$ cat config.mk
export PLATFORM = sky130hd
export DESIGN_NAME = box_draw_engine
export DESIGN_NICKNAME = d
export VERILOG_FILES = /design/src/rtl/box_draw_pkg.sv /design/src/rtl/box_raster_counter.sv /design/src/rtl/box_draw_engine.sv
export SDC_FILE = /design/constraint.sdc
export NUM_CORES = 1
export LEC_CHECK = 0
export ABC_AREA = 1
export BUFFER_PORTS_ARGS = -buffer_cell sky130_fd_sc_hd__buf_4
export CAP_MARGIN = 40
export CORE_MARGIN = 2
export CORE_UTILIZATION = 28
export DETAILED_ROUTE_END_ITERATION = 7
export PLACE_DENSITY_LB_ADDON = 0.15
export SYNTH_ARGS = -nofsm -noshare
export SYNTH_HDL_FRONTEND = slang
export SYNTH_SLANG_ARGS = --single-unit
$ cat constraint.sdc
create_clock -name CLOCK_50 -period 5.72 [get_ports CLOCK_50]
set_input_delay 1.144 -clock CLOCK_50 [delete_from_list [all_inputs] [get_ports CLOCK_50]]
set_output_delay 1.144 -clock CLOCK_50 [all_outputs]
set_load 0.005 [all_outputs]
$ cat src/rtl/box_draw_pkg.sv
// box_draw_pkg: shared mode encodings, FSM state type and default screen size for the box rasteriser.
package box_draw_pkg;
    localparam logic [1:0] MODE_FILL    = 2'b00;
    localparam logic [1:0] MODE_OUTLINE = 2'b01;
    localparam logic [1:0] MODE_CLEAR   = 2'b10;
    localparam int DEF_SCREEN_W = 160;
    localparam int DEF_SCREEN_H = 120;
    typedef enum logic [1:0] {S_IDLE, S_DRAW, S_FINISH} state_t;
endpackage

$ cat src/rtl/box_raster_counter.sv
// box_raster_counter: raster-order dx/dy nested counter with last and edge flags.
module box_raster_counter #(
    parameter int SIZE_W = 4
) (
    input  logic              clk,
    input  logic              rst,
    input  logic              clr_i,
    input  logic              adv_i,
    input  logic [SIZE_W-1:0] w_i,
    input  logic [SIZE_W-1:0] h_i,
    output logic [SIZE_W-1:0] dx_o,
    output logic [SIZE_W-1:0] dy_o,
    output logic              last_o,
    output logic              x_edge_o,
    output logic              y_edge_o
);
    logic [SIZE_W-1:0] dx_q, dx_d, dy_q, dy_d, w_m1, h_m1;
    logic row_end;
    assign w_m1 = w_i - SIZE_W'(1);
    assign h_m1 = h_i - SIZE_W'(1);
    assign row_end = dx_q == w_m1;
    always_comb begin
        dx_d = clr_i ? '0 : adv_i ? (row_end ? '0 : dx_q + SIZE_W'(1)) : dx_q;
        dy_d = clr_i ? '0 : (adv_i && row_end) ? dy_q + SIZE_W'(1) : dy_q;
    end
    always_ff @(posedge clk) begin
        if (rst) begin
            dx_q <= '0;
            dy_q <= '0;
        end else begin
            dx_q <= dx_d;
            dy_q <= dy_d;
        end
    end
    assign dx_o     = dx_q;
    assign dy_o     = dy_q;
    assign last_o   = row_end && dy_q == h_m1;
    assign x_edge_o = dx_q == '0 || row_end;
    assign y_edge_o = dy_q == '0 || dy_q == h_m1;
endmodule

$ cat src/rtl/box_draw_engine.sv
// box_draw_engine: rectangle rasteriser emitting one candidate pixel per cycle with plot/ready backpressure,
// fill/outline/clear modes and screen-edge clipping.
module box_draw_engine
    import box_draw_pkg::*;
#(
    parameter int X_W      = 8,
    parameter int Y_W      = 7,
    parameter int COLOUR_W = 3,
    parameter int SIZE_W   = 4,
    parameter int SCREEN_W = DEF_SCREEN_W,
    parameter int SCREEN_H = DEF_SCREEN_H
) (
    input  logic                CLOCK_50,
    input  logic                reset,
    input  logic                start,
    input  logic [X_W-1:0]      x0,
    input  logic [Y_W-1:0]      y0,
    input  logic [SIZE_W-1:0]   width,
    input  logic [SIZE_W-1:0]   height,
    input  logic [COLOUR_W-1:0] colour,
    input  logic [1:0]          mode,
    input  logic                plot_ready,
    output logic                busy,
    output logic                done,
    output logic                plot,
    output logic [X_W-1:0]      x_out,
    output logic [Y_W-1:0]      y_out,
    output logic [COLOUR_W-1:0] colour_out
);
    state_t state_q, state_d;
    logic [X_W-1:0] x0_q;
    logic [Y_W-1:0] y0_q;
    logic [SIZE_W-1:0] w_q, h_q, dx, dy;
    logic [COLOUR_W-1:0] colour_q;
    logic [1:0] mode_q;
    logic [X_W:0] x_sum;
    logic [Y_W:0] y_sum;
    logic accept, in_draw, clipped, interior, adv, last, x_edge, y_edge;
    assign accept  = state_q == S_IDLE && start;
    assign in_draw = state_q == S_DRAW;
    // One extra bit so an origin near the top of the range clips rather than wraps.
    assign x_sum    = {1'b0, x0_q} + (X_W+1)'(dx);
    assign y_sum    = {1'b0, y0_q} + (Y_W+1)'(dy);
    assign clipped  = x_sum >= (X_W+1)'(SCREEN_W) || y_sum >= (Y_W+1)'(SCREEN_H);
    assign interior = mode_q == MODE_OUTLINE && !x_edge && !y_edge;
    assign adv      = in_draw && (!plot || plot_ready);
    box_raster_counter #(.SIZE_W(SIZE_W)) u_cnt (
        .clk(CLOCK_50), .rst(reset), .clr_i(accept), .adv_i(adv),
        .w_i(w_q), .h_i(h_q), .dx_o(dx), .dy_o(dy),
        .last_o(last), .x_edge_o(x_edge), .y_edge_o(y_edge)
    );
    always_ff @(posedge CLOCK_50) begin
        if (reset) begin
            x0_q     <= '0;
            y0_q     <= '0;
            w_q      <= '0;
            h_q      <= '0;
            colour_q <= '0;
            mode_q   <= MODE_FILL;
        end else if (accept) begin
            x0_q     <= x0;
            y0_q     <= y0;
            w_q      <= width;
            h_q      <= height;
            colour_q <= colour;
            mode_q   <= mode;
        end
    end
    always_ff @(posedge CLOCK_50) begin
        if (reset) state_q <= S_IDLE;
        else state_q <= state_d;
    end
    always_comb begin
        state_d = state_q;
        case (state_q)
            S_IDLE:   if (start) state_d = (width == '0 || height == '0) ? S_FINISH : S_DRAW;
            S_DRAW:   if (adv && last) state_d = S_FINISH;
            default:  state_d = S_IDLE;
        endcase
    end
    always_comb begin
        busy       = state_q != S_IDLE;
        done       = state_q == S_FINISH;
        plot       = in_draw && !clipped && !interior;
        x_out      = in_draw ? x_sum[X_W-1:0] : '0;
        y_out      = in_draw ? y_sum[Y_W-1:0] : '0;
        colour_out = (in_draw && mode_q != MODE_CLEAR) ? colour_q : '0;
    end
endmodule

==> impl_metrics.tcl <==
set metrics [dict create \
    post_cts_resized 0 \
    drt_wl_total_mm 6.141 \
    cts_root_buffer "clkbuf_8" \
    final_max_slew_viol_count 0 \
    antenna_cells 0 \
    nFillCells 975 \
    h-tree-depth 2 \
    powerDensity_nw_per_um2 227.7 \
    postSynthAreaPerCell_um2 6.590 \
    worstSetupEndpointType "primary output" \
    hold_viol 0 \
    clock_path_buffers 2 \
    utilization_pct 35.48 \
    initial_core_util_pct 28.45 \
    core_area_um2 8593 \
    slew_headroom_pct 40.64 \
    grt_pass1_wl_mm 10.41 \
    crit_fanout 6 \
    rsz0062_at_grt "false" \
    critPathLaunchType "flip-flop" \
    grt_start_max_net_pins 30 \
    final_layout_size_suffix_gt1_share_pct 18.96 \
    drc_errors 0 \
    die_w_um 97.44 \
    crit_type "flip-flop to primary output" \
    netlist_instances 371 \
    ys_ff_latch 38 \
    antenna_left 0 \
    syn_area_um2 2445 \
    tns_ns 0 \
    ios 53 \
    post-route-min-period_ns 3.516 \
    setup_viol 0 \
    cts_sinks 38 \
    arrival_ns 2.37 \
    critPathSlowestCell "dfxtp_1" \
    critPathRequiredTime_ns 4.58 \
    path_delay_family "simple AND/OR/NAND/NOR gates" \
    hpwl_mm 4.741 \
    die_area_um2 9495 \
    clkTransAtPathRegs_ns 0.08 \
    instances_no_fill 530 \
    wire_per_inst_um 11.59 \
    synth_top_area_share_pct 31.12 \
    area_growth_pct 24.72 \
    nets 469 \
    clk_latency_ns 0.30 \
    drt-initial-drc-count 72 \
    cp_cell_sequence "ha_1, inv_1, fa_1, inv_1, nand3_1, nand2_1, nand2_1, nand3_1, nor2_4, nor3_1, buf_4" \
    synth-warning-count 0 \
    antenna_found_initial 0 \
    tightest_slew_ns 0.8870 \
    hp-class "flip-flop to flip-flop" \
    numCtsBuffers 5 \
    globalplace.congestion 0.7818 \
    num_vias 2369 \
    synth_area_leaders "dfxtp_1, nand2_1, nor2_1" \
    p_leak_nw 1.498 \
    cts_setup_buffers 0 \
    critPathBufInv 3 \
    synth_cell_type_count 28 \
    fin_crit_sh_pct 61.47 \
    grt_pass1_vias 2277 \
    syn_nets 419 \
    holdBufCountCts 0 \
    drt-vias-per-instance 4.470 \
    fmax_mhz 284.4 \
    placed_cells 522 \
    dr.pass1.iters 4 \
    dieHeight_um 97.44 \
    status "completed" \
    cap_violations 0 \
    yosysTopAreaCell "dfxtp_1" \
    worst_path_largest_cell_delay_ns 0.46 \
    global_route.usage.total_pct 13.29 \
    port_buffers 52 \
    ys_seq_area_share_pct 31.12 \
    fp-row-count 34 \
    skew_ns 0.005157 \
    irDropWorstVdd_uv 87.25 \
    cts_tree "yes" \
    grt_overflow 0 \
]
-- cells in the mapped netlist (all sizes together) --
master and n:
a21oi 33, and3 1, clkbuf 10, clkinv 1, dfxtp 38, fa 2
ha 14, inv 55, nand2 78, nand3 23, nand4 9, nor2 58
nor3 4, o21ai 32, o22ai 1, o41ai 1, or2 1, or4 1
xnor2 2, xor2 7
-- kinds of logic (layout without fill, tap and decap cells) --
group | Yosys count | after routing | share of synthesized area [%]
simple gates | 175 | 175 | 32.50
compound gates | 67 | 67 | 14.23
buf+inv | 66 | 117 | 10.13
flops | 38 | 38 | 31.12
fa+ha+maj | 16 | 16 | 8.803
xor+xnor | 9 | 9 | 3.224
-- through the flow --
step / hold WS [ns] / worst slack, ns / total power, W / cell area [µm²]
2_1_floorplan: 0.4300 / 2.880 / 0.0004152 / 2445
3_3_place_gp: 0.4438 / 2.386 / 0.0004716 / 2940
3_5_place_dp: 0.4490 / 2.173 / 0.0004736 / 2940
4_1_cts: 0.4608 / 2.163 / 0.0007048 / 3049
5_1_grt: 0.4914 / 2.024 / 0.0007410 / 3049
6_report: 0.4566 / 2.204 / 0.0006943 / 3049
-- worst reg2reg max path, delay by kind of cell (launching register included) --
| family | cells | cell delay (ns) |
|---|---|---|
| AO/OA/AOI/OAI | 2 | 0.24 |
| buffers and inverters | 3 | 1.17 |
| flip-flops | 1 | 0.35 |
| AND/OR/NAND/NOR | 2 | 0.77 |
-- final timing paths --
| path | startpoint | endpoint | slack, ns | depth (start not counted) |
|---|---|---|---|---|
| setup / recovery | u_cnt.dy_o[0] | plot | 2.20 | 11 |
| hold reg to reg | colour_q[0] | colour_q[0] | 0.46 | 2 |
| hold / removal | colour_q[0] | colour_q[0] | 0.46 | 2 |
| setup reg to reg | state_q[0] | h_q[2] | 3.09 | 7 |
-- per-layer routing --
layer,track usage (%),vias up,part of all wire [%]
li1,-,1285,-
met1,17.40,1041,49
met2,22.39,35,46
met3,2.158,8,3.2
met4,4.167,0,1.6
met5,0,-,0
-- sequential cells by signal (all words and copies together) (netlist names) --
name        cells
x0_q            8
y0_q            7
h_q             4
u_cnt.dx_o      4
u_cnt.dy_o      4
w_q             4
colour_q        3
mode_q          2
state_q         2
-- final cells by class --
class                           count  area (µm²)  share of cell area, %
Clock buffer                        5       68.82                  2.257
Clock inverter                      3       40.04                  1.313
Inverter                           56       210.2                  6.894
Multi-Input combinational cell    267        1436                  47.11
Sequential cell                    38       760.7                  24.95
Tap cell                          108       135.1                  4.432
Timing Repair Buffer               53       397.9                  13.05
-- placed cells by master (no fill, tap or decap) --
cell type / n
clkinv_1: 1
and3_1: 1
nand2_1: 73
or4_1: 1
nor2_4: 2
nor2_1: 54
nand3_1: 19
buf_4: 53
o22ai_1: 1
ha_1: 14
nor3_1: 4
clkinv_2: 2
a21oi_2: 2
nand3_4: 2
clkbuf_8: 5
o21ai_0: 32
inv_2: 4
xnor2_1: 2
o41ai_1: 1
a21oi_1: 31
nand3_2: 2
nor2_2: 2
nand4_1: 9
or2_1: 1
nand2_4: 1
xor2_1: 7
nand2_2: 4
inv_1: 51
bufinv_16: 1
dfxtp_1: 38
fa_1: 2
-- power by group --
group	leakage (nW)	switching, W	total (W)	internal, W
sequential	0.313	0.0000160	0.000304	0.000288
clock	0.0579	0.000101	0.000230	0.000128
combinational	1.13	0.0000958	0.000161	0.0000649
total	1.50	0.000213	0.000694	0.000481
Note: power is estimated with default switching activity, not from simulation.
